### src/rtl/cpu_pkg.sv
// Shared core definitions: opcode constants, condition codes and the fixed
// instruction words used by the fetch stage and the decoder.
package cpu_pkg;

  localparam logic [1:0]  FLD_CTRL = 2'b11;

  localparam logic [6:0]  OP_B     = 7'b1100000;
  localparam logic [6:0]  OP_BCOND = 7'b1100001;
  localparam logic [6:0]  OP_BR    = 7'b1100010;
  localparam logic [6:0]  OP_NOP   = 7'b1100100;
  localparam logic [6:0]  OP_HALT  = 7'b1101000;

  localparam logic [31:0] NOP_WORD  = 32'hC800_0000;
  localparam logic [31:0] HALT_WORD = 32'hD000_0000;

  typedef enum logic [3:0] {
    COND_EQ = 4'h0, COND_NE = 4'h1, COND_CS = 4'h2, COND_CC = 4'h3,
    COND_MI = 4'h4, COND_PL = 4'h5, COND_VS = 4'h6, COND_VC = 4'h7,
    COND_HI = 4'h8, COND_LS = 4'h9, COND_GE = 4'hA, COND_LT = 4'hB,
    COND_GT = 4'hC, COND_LE = 4'hD, COND_AL = 4'hE, COND_NV = 4'hF
  } cond_e;

  typedef enum logic {
    S_RUN    = 1'b0,
    S_HALTED = 1'b1
  } fetch_state_e;

  function automatic logic is_ctrl_op(input logic [6:0] op);
    return op[6:5] == FLD_CTRL;
  endfunction

endpackage

### src/rtl/branch_cond_eval.sv
// Combinational condition-code evaluator for conditional branches.
// flags are packed {N,Z,C,V}.
module branch_cond_eval
  import cpu_pkg::*;
(
  input  logic [3:0] cond,
  input  logic [3:0] flags,
  output logic       taken
);

  logic n, z, c, v;

  always_comb begin
    {n, z, c, v} = flags;
    taken = 1'b0;
    case (cond_e'(cond))
      COND_EQ: taken = z;
      COND_NE: taken = !z;
      COND_CS: taken = c;
      COND_CC: taken = !c;
      COND_MI: taken = n;
      COND_PL: taken = !n;
      COND_VS: taken = v;
      COND_VC: taken = !v;
      COND_HI: taken = c && !z;
      COND_LS: taken = !c || z;
      COND_GE: taken = (n == v);
      COND_LT: taken = (n != v);
      COND_GT: taken = !z && (n == v);
      COND_LE: taken = z || (n != v);
      COND_AL: taken = 1'b1;
      COND_NV: taken = 1'b0;
      default: taken = 1'b0;
    endcase
  end

endmodule

### src/rtl/instr_fetch.sv
// Instruction fetch stage: owns the PC, resolves control-class instructions
// locally and forwards data/memory instructions to the decoder.
module instr_fetch
  import cpu_pkg::*;
#(
  parameter int unsigned       ADDR_W   = 16,
  parameter logic [ADDR_W-1:0] RESET_PC = '0
) (
  input  logic              clk,
  input  logic              rst,
  output logic [ADDR_W-1:0] imem_addr,
  input  logic [31:0]       imem_rdata,
  output logic [31:0]       instr,
  output logic              instr_valid,
  output logic [2:0]        br_reg_addr,
  input  logic [31:0]       br_reg_data,
  input  logic [3:0]        flags,
  input  logic              stall,
  output logic [ADDR_W-1:0] pc,
  output logic              halted,
  output logic              illegal,
  output logic [31:0]       issue_count
);

  fetch_state_e      state, state_next;
  logic [ADDR_W-1:0] pc_next;
  logic              illegal_next;
  logic [6:0]        op;
  logic              ctrl;
  logic              active;
  logic              taken;
  logic [31:0]       off32;
  logic [ADDR_W-1:0] off;
  logic [ADDR_W-1:0] pc_inc;
  logic              unused_br;

  assign op          = imem_rdata[31:25];
  assign ctrl        = is_ctrl_op(op);
  assign off32       = {{16{imem_rdata[15]}}, imem_rdata[15:0]};
  assign off         = off32[ADDR_W-1:0];
  assign pc_inc      = pc + ADDR_W'(1);
  assign active      = (state == S_RUN) && !stall;
  assign imem_addr   = pc;
  assign br_reg_addr = imem_rdata[24:22];
  // Only the low ADDR_W bits of the pointer register form a branch target.
  assign unused_br   = ^br_reg_data;

  branch_cond_eval u_cond (
    .cond  (imem_rdata[24:21]),
    .flags (flags),
    .taken (taken)
  );

  always_ff @(posedge clk) begin
    if (rst) begin
      state       <= S_RUN;
      pc          <= RESET_PC;
      illegal     <= 1'b0;
      issue_count <= '0;
    end else begin
      state   <= state_next;
      pc      <= pc_next;
      illegal <= illegal_next;
      if (active)
        issue_count <= issue_count + 32'd1;
    end
  end

  always_comb begin
    state_next   = state;
    pc_next      = pc;
    illegal_next = 1'b0;
    if (active) begin
      pc_next = pc_inc;
      if (ctrl) begin
        case (op)
          OP_B:     pc_next = pc + off;
          OP_BCOND: pc_next = taken ? pc + off : pc_inc;
          OP_BR:    pc_next = br_reg_data[ADDR_W-1:0] + off;
          OP_NOP:   pc_next = pc_inc;
          OP_HALT: begin
            pc_next    = pc;
            state_next = S_HALTED;
          end
          default:  illegal_next = 1'b1;
        endcase
      end
    end
  end

  always_comb begin
    halted      = (state == S_HALTED);
    instr_valid = active && !ctrl;
    instr       = instr_valid ? imem_rdata : NOP_WORD;
  end

endmodule

### config.mk
export PLATFORM = sky130hd
export DESIGN_NAME = instr_fetch
export DESIGN_NICKNAME = d
export VERILOG_FILES = /design/src/rtl/cpu_pkg.sv /design/src/rtl/branch_cond_eval.sv /design/src/rtl/instr_fetch.sv
export SDC_FILE = /design/constraint.sdc
export NUM_CORES = 1
export LEC_CHECK = 0
export CAP_MARGIN = 25
export CORE_MARGIN = 2
export CORE_UTILIZATION = 41
export DETAILED_ROUTE_END_ITERATION = 12
export GPL_TIMING_DRIVEN = 1
export PLACE_DENSITY = 0.89
export SLEW_MARGIN = 10
export SYNTH_ARGS = -nofsm -noshare
export SYNTH_HDL_FRONTEND = slang
export SYNTH_HIERARCHICAL = 1
export SYNTH_SLANG_ARGS = --single-unit
### constraint.sdc
create_clock -name clk -period 2.3 [get_ports clk]
set_input_delay 0.23 -clock clk [delete_from_list [all_inputs] [get_ports clk]]
set_output_delay 0.23 -clock clk [all_outputs]
set_load 0.05 [all_outputs]
# Word level (Yosys, flattened, before mapping)
# Index checks and enable logic that the tools add are counted.
dict set report word_totals {
  register_bits 50
  in_bits 71
  out_inout_bits 102
  wordCells 58
}
dict set report classes {
  n_addsub 4
  eq_ne 24
  muxes 6
  n_bitwise 3
  n_reduce_logical 17
}
# op n
set op_table {}
lappend op_table {{$pmux W16 S4} 1}
lappend op_table {{$eq A7 B7 Y1 const B} 5}
lappend op_table {{$add A16 B16 Y16} 2}
lappend op_table {{$add A32 B1 Y32 const B} 1}
lappend op_table {{$eq A4 B4 Y1 const B} 8}
lappend op_table {{$mux W16} 2}
lappend op_table {{$mux W32} 1}
lappend op_table {{$add A16 B1 Y16 const B} 1}
lappend op_table {{$eq A4 B3 Y1 const B} 4}
lappend op_table {{$pmux W1 S16} 1}
lappend op_table {{$eq A4 B2 Y1 const B} 2}
lappend op_table {{$logic_not A1 Y1} 6}
lappend op_table {{$reduce_or A5 Y1} 1}
lappend op_table {{$eq A4 B1 Y1 const B} 1}
lappend op_table {{$logic_and A1 B1 Y1} 4}
lappend op_table {{$logic_not A4 Y1} 1}
lappend op_table {{$not A1 Y1} 3}
lappend op_table {{$reduce_and A3 Y1} 1}
lappend op_table {{$reduce_or A3 Y1} 1}
lappend op_table {{$eq A2 B2 Y1 const B} 1}
lappend op_table {{$logic_or A1 B1 Y1} 2}
lappend op_table {{$ne A2 B2 Y1 const B} 1}
lappend op_table {{$reduce_and A2 Y1} 1}
lappend op_table {{$eq A1 B1 Y1} 1}
lappend op_table {{other kinds (2)} 2}

# Longest topological paths before layout
# Gate-level depths: netlist of the first run.
dict set report depth {
  depth_word 6
  mapped_depth 14
  ltp_nobuf 12
}

# By module
# The synthesis of the first run kept the hierarchy.
# module instances cells_each area_each_um2 seq_area_each_um2
set modules_own_cells {}
lappend modules_own_cells {instr_fetch 1 578 4391.7 1001.0}
lappend modules_own_cells {branch_cond_eval 1 23 155.1 0.0}

# Worst setup path after synthesis of the first run
# Ideal clock, no wire load.
dict set report synth_timing {
  path_type {register to register}
  from {reg pc[0], in the netlist imem_addr[0]}
  to {reg pc[12], in the netlist imem_addr[12]}
  setup_ps 82
  arrival_ps 2544
  required_time_ps 2218
  setup_slack_ps -326
  stages_incl_launch_ff 11
  path_buffers 0
  period_less_slack_ps 2626
  cell_sequence {dfxtp_1 -> ha_1 -> inv_1 -> fa_1 -> nand2b_1 -> a21oi_1 -> o41ai_1 -> o21ai_0 -> a31oi_1 -> xor2_1 -> o221ai_1}
}
dict set report synth_between {
  elab_chain_cells 4
  word_cells_on_any_way 5
  classes_between {add/sub: 2; mux: 3}
}
# element line
set synth_lines {}
lappend synth_lines {{start, declared} instr_fetch.sv:19} ;# output logic [ADDR_W-1:0] pc,
lappend synth_lines {{start signal, assigned} instr_fetch.sv:62} ;# pc <= pc_next;
lappend synth_lines {{$add A16 B1 Y16 or $add A16 B16 Y16 (tied branches)} {instr_fetch.sv:41, instr_fetch.sv:77, instr_fetch.sv:78}}
lappend synth_lines {{$mux W16} instr_fetch.sv:78} ;# OP_BCOND: pc_next = taken ? pc + off : pc_inc;
lappend synth_lines {{$pmux W16 S4} instr_fetch.sv:76} ;# case (op)
lappend synth_lines {{$mux W16 *} instr_fetch.sv:75} ;# if (ctrl) begin
# Every way passes the cells marked *; elsewhere a longest branch is shown, timed or not.
# A chain may end at the register's enable or synchronous reset.

# Final worst setup path of the first run
dict set report layout_timing {
  from {reg pc[0], in the netlist imem_addr[0]}
  to {reg pc[8], in the netlist imem_addr[8]}
}
# The elaborated chain is that of the path after synthesis.

==> results of run 1 <==
## power by group through the flow
stage	sequential [mW]	clock (mW)	combinational, mW
floorplan	0.991	0	0.628
finish	0.909	0.569	1.30
global placement	0.925	0	1.16
global route	0.911	0.612	1.37
CTS	0.906	0.580	1.21
detailed placement	0.926	0	1.19
## area by class of cell
class / count / share of cell area (%)
multi-input cells: 494 / 48.4
repair buffers: 271 / 33.3
flip-flops and latches: 50 / 13.9
well taps: 140 / 2.40
clock buffers: 5 / 0.942
inverters: 12 / 0.617
clock inverters: 3 / 0.360
diodes: 1 / 0.0343
## sequential cells by signal, summed over array words and instances, names as in the netlist
name / flops
halted: 1
illegal: 1
issue_count: 32
imem_addr: 16
## synth_stat cells (18+ instances only)
cell type,instances,area (sq um)
dfxtp_1,50,1000
and3_1,40,250
xor2_1,28,245
nor3_1,18,90.1
nand2_1,33,124
buf_4,21,158
clkbuf_1,23,86.3
ha_1,32,400
nand3_1,26,130
a21oi_1,45,225
o21ai_0,31,155
nor2_1,70,263
xnor2_1,34,298
## through the flow
step	total power [mW]	worst slack (ps)	cell area [sq um]
2_1_floorplan	1.62	-3.58	4570
3_3_place_gp	2.09	-466	6850
3_5_place_dp	2.11	-540	6850
4_1_cts	2.69	-11.8	7030
5_1_grt	2.90	-72.3	7300
6_report	2.78	20.4	7300
## repair_timing
action / 4_1_cts / 5_1_grt
pin swaps: 20 / 28
setup buffers: 4 / 7
gates resized for setup: 33 / 51
setup endpoints to repair: 16 / 16
## layer usage
metal | up-vias | share of wire, %
li1 | 2639 | -
met1 | 2659 | 39
met2 | 360 | 48
met3 | 83 | 9.3
met4 | 0 | 3.6
met5 | - | 0
## worst max-delay path by stage
stage,from,to,cells past startpoint
after floorplan,flags[3],imem_addr[6],11
after global placement,imem_rdata[21],imem_addr[13],13
after detailed placement,imem_rdata[21],imem_addr[11],13
after CTS,imem_addr[6],imem_addr[15],8
after global routing,imem_addr[6],imem_addr[15],9
final,imem_addr[0],imem_addr[8],11
## logic make-up (layout without fill, tap and decap cells)
family | Yosys count | after routing | synth area share, %
simple gates | 249 | 249 | 28.4
buf+inv | 57 | 291 | 6.47
mux | 2 | 2 | 0.440
compound gates | 147 | 147 | 21.0
other cells | 0 | 1 | 0
xor+xnor | 62 | 62 | 11.9
flops | 50 | 50 | 22.0
fa+ha+maj | 34 | 34 | 9.69
==> metrics, run 1 <==
Root Buffer clkbuf_8; Crit path arrival time 2520 ps; clock power share between 20% and 30%; Internal Power about 1.7 mW; part of the power in registers 32.7%; HP Class in2reg; Synth async-reset ratio 0%; switching part of the total power 39.3%; RD Place Congestion between 0.9 and 1; Die Span Y 109 um; largest net degree at the start of global routing 31; row count 38; Tot GR Track Use 25.9%; Crit Path Max Fanout 3; max-cap violation count 0; CP bufs+invs 2; worst-path cell chain ha_2, inv_1, fa_2, nand2b_4, a21oi_4, o41ai_2, buf_4, o21bai_2, xor2_1, a221oi_2, a211oi_1; die area approximately 0.012 sq mm; Overflow after GRT 0; syn nets 706; Seq/Total Area, Yosys about 22%; worst path required time 2540 ps; ys flop type dfxtp_1; Max Slew Vio Count 0; Worst-Skew Late Latency between 300 and 400 ps; Peak VDD IR 0.239 mV; Hold Path Stages 2; non-filler cells, final slightly below 1000; Setup TNS Final 0 ps; Reg2Reg Capture Point imem_addr[8]; Syn Inst Count 601; DRT iter0 DRCs ~710; fill cell count 850; Syn. warnings 6; initial antenna violation count 0; FF-to-FF Start imem_addr[0]; clock skew 14.1 ps; wire per inst 17.4 um; CTS tree done; core area 0.0108 sq mm; vias in the first global route 5454; final count of negative-setup-slack endpoints 0; Tcrit/Tclk final between 90 and 100%; Slew @ Worst Pin 599 ps; GRT met2 Usage 46.6%; Crit path max-delay family compound AO/OA/AOI/OAI gates; DR DRC count 0; total CTS buffers 5; register area 0.00101 sq mm; Die Width 109 um; Avg Inst Size Synth 7.57 sq um; hold_sp rst; commonest non-fill, non-tap cells in the layout buf_4 (138), clkdlybuf4s50_1 (103), nor2_1 (69), dfxtp_1 (43); Unique masters post-synth 57; antenna-violating nets left 0; multi-input logic area 0.00354 sq mm; CTS max path bufs 2; P_sw about 1.1 mW; reg2reg path depth 11; post-layout util 67.4%; met1 Use GR 29.8%; P_leak 3.11 nW; Via Count approximately 5700; minimum clock period 2280 ps; Initial Util 41.9%; Slowest-stage cell, CP dfxtp_4; PortBufs approximately 160; status finished, final reports clean; CP max stage delay 370 ps; Hold Path Sink issue_count[27]; Layout area overhead 60.6%; Fin Hold WS 392 ps; RSZ-0062 raised after global routing yes; Num Clock Sinks 50; Crit Path Category reg2reg; CTS clock-pin slew for the worst setup and hold paths 110 ps; #FFs+latches synth 50; Final HPWL DP 12300 um; most common cell after layout, fill and taps aside buf_4; DR vias/cell 5.88; global-route wire length before repair approximately 25000 um; number of synthesized flops with an enable pin 0; layout cells sized above 1 between 20% and 30%; DRT Wirelength 17000 um; Placed Instances 956; Worst Setup Start Kind flop; Final Hold Viols 0; Hold-fix buffers, CTS 0; IO Count 173; Most Used Layer, Global Route met2; H-tree depth 2; R2R Setup Slk 20 ps; fin nets 939; Comb power frac 46.8%; GRT met3 Usage 5.33%; CP endpoint kind flop; drt pass-1 iters 8; Cell Pwr Density 380 mW/mm^2; Post-Syn Area 0.00455 sq mm; Max-slew headroom 60.1%; Max Fclk 0.439 GHz
Power figures use the tool's default switching activity.
==> inputs of run 2 (changes only) <==
- CORE_MARGIN: 2 -> not set
==> metrics, run 2 (synthesized netlist as in run 1, its figures left out) <==
status finished, final reports clean; most common cell after layout, fill and taps aside buf_4; Die Span Y between 100 and 150 um; clock skew 11.7 ps; Worst-Skew Late Latency a little over 300 ps; Layout area overhead 61.0%; worst-path cell chain dlygate4sd2_1, nor2_1, a211oi_2, a2111oi_2, a311oi_1, o22ai_2, nand2b_4, and3_4, buf_4, a22oi_1, a21oi_1, a21oi_1, nor2_1; part of the power in registers 32.6%; H-tree depth 2; Tot GR Track Use 26.6%; Final HPWL DP 12000 um; Power Total around 2.8 mW; Tcrit/Tclk final 99.3%; commonest non-fill, non-tap cells in the layout buf_4 (129), clkdlybuf4s50_1 (102), nor2_1 (69), dfxtp_1 (43), a21oi_1 (40); P_leak 3.11 nW; antenna-violating nets left 0; multi-input logic area 0.00350 sq mm; worst path required time roughly 2500 ps; minimum clock period 2290 ps; DR DRC count 0; row count 38; Max-slew headroom between 50% and 60%; total CTS buffers 5; CTS max path bufs 2; ANT cells 0; RSZ-0062 raised after global routing yes; Crit Path Category in2reg; Slew @ Worst Pin 633 ps; IO Count 173; Cell Pwr Density around 380 mW/mm^2; Worst Setup Start Kind primary input; Hold-fix buffers, CTS 0; drt pass-1 iters 6; max reg flops 32; CP max stage delay 310 ps; register area between 0.001 and 0.0015 sq mm; Max Fclk roughly 0.44 GHz; fin nets 936; post-layout util 67.5%; Die Width around 110 um; Crit Path Max Fanout 7; HP Class in2reg; initial antenna violation count 0; largest net degree at the start of global routing 31; Overflow after GRT 0; final count of negative-setup-slack endpoints 0; Final Hold Viols 0; CP endpoint kind flop; CTS tree done; Max Slew Vio Count 0; CTS clock-pin slew for the worst setup and hold paths roughly 110 ps; P_sw 1.08 mW; Fin Hold WS 370 ps; fill cell count 844; clock power share 20.7%; vias in the first global route ~5400; layout cells sized above 1 about a quarter; DRT iter0 DRCs 640; Via Count 5611; RD Place Congestion 0.945; register with the most flip-flops issue_count; switching part of the total power 38.9%; DR vias/cell 5.77; Comb power frac a little under half; PortBufs 156; Num Clock Sinks 50; Internal Power 1.70 mW; Setup TNS Final 0 ps; Crit path arrival time 2500 ps; Placed Instances 956; core area ~0.011 sq mm; non-filler cells, final 972; Slowest-stage cell, CP a311oi_1; Peak VDD IR 0.259 mV; max-cap violation count 0; die area 0.0115 sq mm; DRT Wirelength 16300 um; Root Buffer clkbuf_8; wire per inst 16.7 um; Initial Util 41.9%; global-route wire length before repair ~25000 um
[run 2: per-layer routing]
metal / wire, um / up-vias / global-route usage [%] / part of all wire (%)
met5: 0 / - / 0 / 0
met4: 380 / 0 / 9.00 / 2.3
met3: 1220 / 52 / 3.51 / 7.5
met2: 8090 / 316 / 49.2 / 50
met1: 6590 / 2605 / 31.3 / 40
li1: - / 2638 / - / -
[run 2: path summary, 6_finish.rpt]
| check | depth (start not counted) | start | slack [ps] | to |
|---|---|---|---|---|
| worst max-delay path | 13 | flags[2] | 10 | imem_addr[3] |
| worst min-delay path | 2 | rst | 370 | issue_count[28] |
| worst max register to register | 8 | imem_addr[6] | 10 | imem_addr[15] |
| worst min register to register | 2 | issue_count[29] | 510 | issue_count[29] |
[run 2: metrics by stage]
| stage | area [sq um] | setup WS (ps) |
|---|---|---|
| 2_1_floorplan | 4570 | -3.58 |
| 3_3_place_gp | 6930 | -508 |
| 3_5_place_dp | 6940 | -611 |
| 4_1_cts | 7120 | 9.78 |
| 5_1_grt | 7320 | -146 |
| 6_report | 7320 | 15.0 |
[run 2: layout make-up]
cell class                      count  share of cell area, %
Clock inverter                      3                  0.393
Sequential cell                    50                   13.9
Clock buffer                        5                  0.940
Inverter                           12                  0.615
Tap cell                          140                   2.39
Timing Repair Buffer              267                   34.0
Multi-Input combinational cell    495                   47.8
[run 2: what timing repair did]
action	4_1_cts	5_1_grt
pin swaps	18	26
gates resized for setup	31	45
gates cloned	1	0
setup buffers	3	4
setup endpoints to repair	15	15
[run 2: power groups by stage]
stage | Sequential (mW) | Clock, mW | Combinational, mW
global placement | 0.923 | 0 | 1.17
global route | 0.907 | 0.613 | 1.37
CTS | 0.903 | 0.579 | 1.22
detailed placement | 0.923 | 0 | 1.20
finish | 0.905 | 0.575 | 1.30
floorplan | 0.991 | 0 | 0.628
[run 2: critical path: cells and delay by family]
family	cells	cell delay, ps
AO/OA/AOI/OAI	7	1270
buffers and inverters	2	450
AND/OR/NAND/NOR	4	540
==> edit 1 (settings of run 1) <==
Change the parameter `ADDR_W` from 16 to 15.
--- a/src/rtl/instr_fetch.sv
+++ b/src/rtl/instr_fetch.sv
@@ -3,7 +3,7 @@
 module instr_fetch
   import cpu_pkg::*;
 #(
-  parameter int unsigned       ADDR_W   = 16,
+  parameter int unsigned       ADDR_W   = 15,
   parameter logic [ADDR_W-1:0] RESET_PC = '0
 ) (
   input  logic              clk,
Interface: changed (resized imem_addr and pc); port bits go from 173 to 171. The function was not compared with the original's and may differ.
==> edit 1 against run 1 <==
  * Critical path type is now in2reg
  * Via count fell by 8.1%
  * Wire length fell by 5.6%
  * Highest routed layer unchanged
  * Setup slack improved by 30 ps
  * Utilization fell by 0.73 points
  * Power rose by 7.0%
  * Critical path depth fell by 3
  * Largest power group unchanged
  * Sequential cell count fell by 1
  * Design area fell by 1.5%
  * Synthesized area fell by 0.58%
==> edit 1: results (changes against run 1) <==
[outcome]
status=finished clean  ; unchanged

[global_route]
grt_pass1_vias=5267  ; was 5454
grt_pass1_wl_um=25500  ; was 24900 um
grt_max_degree=35  ; was 31

[routing]
drt_wl_total_um=16000  ; was 17000 um
vias_per_cell=5.73  ; was 5.88
dr.pass1.iters=5  ; was 8
first_iter_violations=479  ; was 713

[logic_synthesis]
ys_seq_area_share_pct=21.7  ; was 22.0%
ys_top_cells_by_count=nor2_1 (68), dfxtp_1 (49), and3_1 (36), a21oi_1 (33), xor2_1 (31)  ; was nor2_1 (70), dfxtp_1 (50), a21oi_1 (45), and3_1 (40), xnor2_1 (34)
synth-xor-area-share_pct=11.4  ; was 11.9%
synth_compound_gate_area_share_pct=19.9  ; was 21.0%
synthMuxAreaShare_pct=2.24  ; was 0.440%
syn_nets=680  ; was 706

[worst_setup_path]
r2r_slack_ps=120  ; was 20 ps
crit_end=imem_addr[12]$_SDFFE_PP0P_  ; was imem_addr[8]$_SDFFE_PP0P_
startpoint=br_reg_data[1]  ; was imem_addr[0]$_SDFFE_PP0P_
crit_arrival_ps=2460  ; was 2520 ps
slowest_stage=clkdlybuf4s50_1  ; was dfxtp_4

[layout]
nets=883  ; was 939
n_antenna_cell=0  ; was 1

[placement]
dp_hpwl_um=12600  ; was 12300 um
place_congestion=0.920  ; was 0.947
portBuffers=153  ; was 156

[timing]
fin_crit_sh_pct=97.8  ; was 99.1%
final.setup_skew_ps=13.1  ; was 14.1 ps

[pwr]
leakagePower_nw=2.92  ; was 3.11 nW

[hold_path]
worst_hold_path_type=reg2reg  ; was in2reg

edit 1: where the power goes:
group          internal, W  total [W]  switching [W]  leakage, nW
Combinational     0.000590    0.00132       0.000729         2.46
Sequential        0.000868   0.000896      0.0000283        0.399
Clock             0.000438   0.000758       0.000320       0.0687
edit 1: area by class of cell:
cell class | instances | area [um^2] | area share (%)
clock buffers | 5 | 68.8 | 0.957
clock inverters | 3 | 68.8 | 0.957
inverters | 10 | 37.5 | 0.522
multi-input cells | 474 | 3440 | 47.8
flip-flops and latches | 49 | 987 | 13.7
well taps | 140 | 175 | 2.44
repair buffers | 240 | 2420 | 33.6
edit 1: stage by stage:
stage	instances	instance area (um^2)
finish	921	7190
global placement	912	6870
floorplan	577	4530
global route	921	7190
CTS	922	7130
detailed placement	912	6870
edit 1: metal layers:
| metal | track usage (%) | share of wire [%] | wire length [um] | vias to the layer above |
|---|---|---|---|---|
| met3 | 4.36 | 6.9 | 1100 | 35 |
| li1 | - | - | - | 2519 |
| met2 | 48.6 | 49 | 7870 | 262 |
| met1 | 32.8 | 42 | 6720 | 2459 |
| met4 | 7.51 | 2.2 | 352 | 0 |
| met5 | 0 | 0 | 0 | - |
edit 1: logic make-up after synthesis:
| family | after synthesis |
|---|---|
| adder cells (fa/ha/maj) | 33 |
| flip-flops | 49 |
| AO/OA/AOI/OAI | 131 |
| AND/OR/NAND/NOR | 241 |
| buffers and inverters | 54 |
| multiplexers | 10 |
| XOR/XNOR | 59 |
edit 1: how the worst min path moves through the flow:
stage                                 start                      endpoint  slack (ps)  cells after the start
5_1_grt                      br_reg_data[0]     imem_addr[0]$_SDFFE_PP0P_         530                      4
4_1_cts        issue_count[21]$_SDFFE_PP0P_  issue_count[21]$_SDFFE_PP0P_         510                      2
6_report       issue_count[23]$_SDFFE_PP0P_  issue_count[23]$_SDFFE_PP0P_         520                      2
3_5_place_dp   issue_count[21]$_SDFFE_PP0P_  issue_count[21]$_SDFFE_PP0P_         500                      2
2_1_floorplan                           rst     imem_addr[8]$_SDFFE_PP0P_         410                      2
3_3_place_gp   issue_count[21]$_SDFFE_PP0P_  issue_count[21]$_SDFFE_PP0P_         480                      2
edit 1: what timing repair did:
action	in CTS	in global routing
buffers inserted	2	0
pin swaps	19	26
setup endpoints to repair	15	15
resized for setup	40	31
edit 1: worst min-delay path, cell delays in order, from the launching register on:
cell	delay (ps)
dfxtp_1	340
o21ai_0	80
a21oi_1	60
==> edit 2 (flow settings as in run 1) <==
Without the edit above. Make the reset (`rst`) asynchronous in one clocked block.
--- a/src/rtl/instr_fetch.sv
+++ b/src/rtl/instr_fetch.sv
@@ -51,7 +51,7 @@
     .taken (taken)
   );
 
-  always_ff @(posedge clk) begin
+  always_ff @(posedge clk or posedge rst) begin
     if (rst) begin
       state       <= S_RUN;
       pc          <= RESET_PC;
Behaviour: differs if rst is asserted again (counterexample within 4 cycles, from zero or initial values and one cycle with rst high); with rst held inactive, the same outputs for 10 cycles.
==> edit 2 against run 1 <==
  * The flow now finishes with violations (negative setup slack)
  * Synthesized cell count decreased by 9.2%
  * Design area increased by 9.1%
  * First-iteration DRC count fell by 22%
  * Fmax is 9.8% lower
  * Wire length is 6.0% higher
  * Synthesized area up 0.19%
  * Setup slack worse by 250 ps
  * Global-route usage up 1.8 points
  * Sequential cell count did not move
  * Power is 12% lower
  * Critical endpoint is now imem_addr[15]$_DFFE_PP0P_
  * Highest routed layer unchanged
==> edit 2: results (changes against run 1) <==
[outcome]
status=complete, but fails checks  ; was finished clean
violations=negative setup slack

[layout]
ff_latch_area_um2=1260  ; was 1010 um^2
inv_count=17  ; was 12
fillCellCount=710  ; was 850
signal_buffers=283  ; was 271
drive_gt1_share_pct=32.6  ; was 27.1%
nets=903  ; was 939
clock_tree_area_fraction_pct=1.05  ; was 1.30%
n_antenna_cell=0  ; was 1

[global_route]
grt_max_degree=35  ; was 31

[hold_path]
worst_hold_path_type=in2async  ; was in2reg

[worst_setup_path]
crit_arrival_ps=2780  ; was 2520 ps
cp_max_fo=6  ; was 3
startpoint=imem_rdata[23]  ; was imem_addr[0]$_SDFFE_PP0P_

[routing]
dr.pass1.iters=6  ; was 8
wl_per_cell_um=19.2  ; was 17.4 um
first_iter_violations=556  ; was 713

[timing]
fin_ws_ps=-227  ; was 20.4 ps
hold_slack_ps=237  ; was 392 ps
worstMarginPinSlew_ps=573  ; was 599 ps
setup_viol_count_final=12  ; was 0

[pwr]
seqPwrFrac_pct=37.3  ; was 32.7%
peakVddDrop_mv=0.240  ; was 0.239 mV

[placement]
pre_cts_slack_ps=-960  ; was -540 ps
post-place-cells=917  ; was 956
place_congestion=0.964  ; was 0.947

[logic_synthesis]
ys_top_cells_by_count=dfrtp_1 (50), nor2_1 (40), o21ai_0 (37), xnor2_1 (37), nand2_1 (35)  ; was nor2_1 (70), dfxtp_1 (50), a21oi_1 (45), and3_1 (40), xnor2_1 (34)
synthAdderAreaFrac_pct=9.89  ; was 9.69%
yosys-top-cells-area=dfrtp_1 (27%), ha_1 (8.8%), xnor2_1 (7.1%)  ; was dfxtp_1 (22%), ha_1 (8.8%), xnor2_1 (6.5%)
synth-async-reset-ratio_pct=100  ; was 0%
syn_nets=651  ; was 706
ys_seq_area_share_pct=27.5  ; was 22.0%

[edit 2: critical path: stages]
cell and delay, ps:
dlygate4sd2_1 350, buf_4 200, nor4b_1 350, o22ai_2 170, buf_4 170, nand2b_4 80
a211o_1 180, a41oi_2 150, or3_4 360, a211o_1 310, and2_4 170, o211ai_2 60
[edit 2: cells by family (layout without fill, tap and decap cells)]
kind of cell | Yosys count | in the layout
flops | 50 | 50
simple gates | 201 | 201
fa+ha+maj | 35 | 35
compound gates | 147 | 147
mux | 4 | 4
xor+xnor | 54 | 54
buf+inv | 55 | 307
[edit 2: metal layers]
metal | up-vias | part of all wire [%] | track usage, %
met5 | - | 0 | 0
met4 | 0 | 6.1 | 14.5
met3 | 124 | 7.7 | 4.80
met2 | 371 | 48 | 47.6
met1 | 2635 | 38 | 32.9
li1 | 2474 | - | -
[edit 2: worst min path at each step]
stage / startpoint / to / cells after the start
after detailed placement: issue_count[31]$_DFFE_PP0P_ / issue_count[31]$_DFFE_PP0P_ / 1
after global routing: rst / imem_addr[4]$_DFFE_PP0P_ / 2
final: rst / imem_addr[15]$_DFFE_PP0P_ / 2
after global placement: issue_count[31]$_DFFE_PP0P_ / issue_count[31]$_DFFE_PP0P_ / 1
after CTS: rst / imem_addr[4]$_DFFE_PP0P_ / 2
after floorplan: stall / halted$_DFFE_PP0P_ / 1
[edit 2: through the flow]
| step | power, W | setup TNS (ps) |
|---|---|---|
| after detailed placement | 0.00176 | -11530 |
| after floorplan | 0.00138 | -358 |
| final | 0.00243 | -850 |
| after global placement | 0.00172 | -8840 |
| after global routing | 0.00253 | -2160 |
| after CTS | 0.00233 | -125 |
[edit 2: what timing repair did]
item	in CTS	in global routing
pin swaps	38	39
gates cloned	0	1
resized for setup	83	65
endpoints found under the setup margin	16	18
setup buffers	8	7
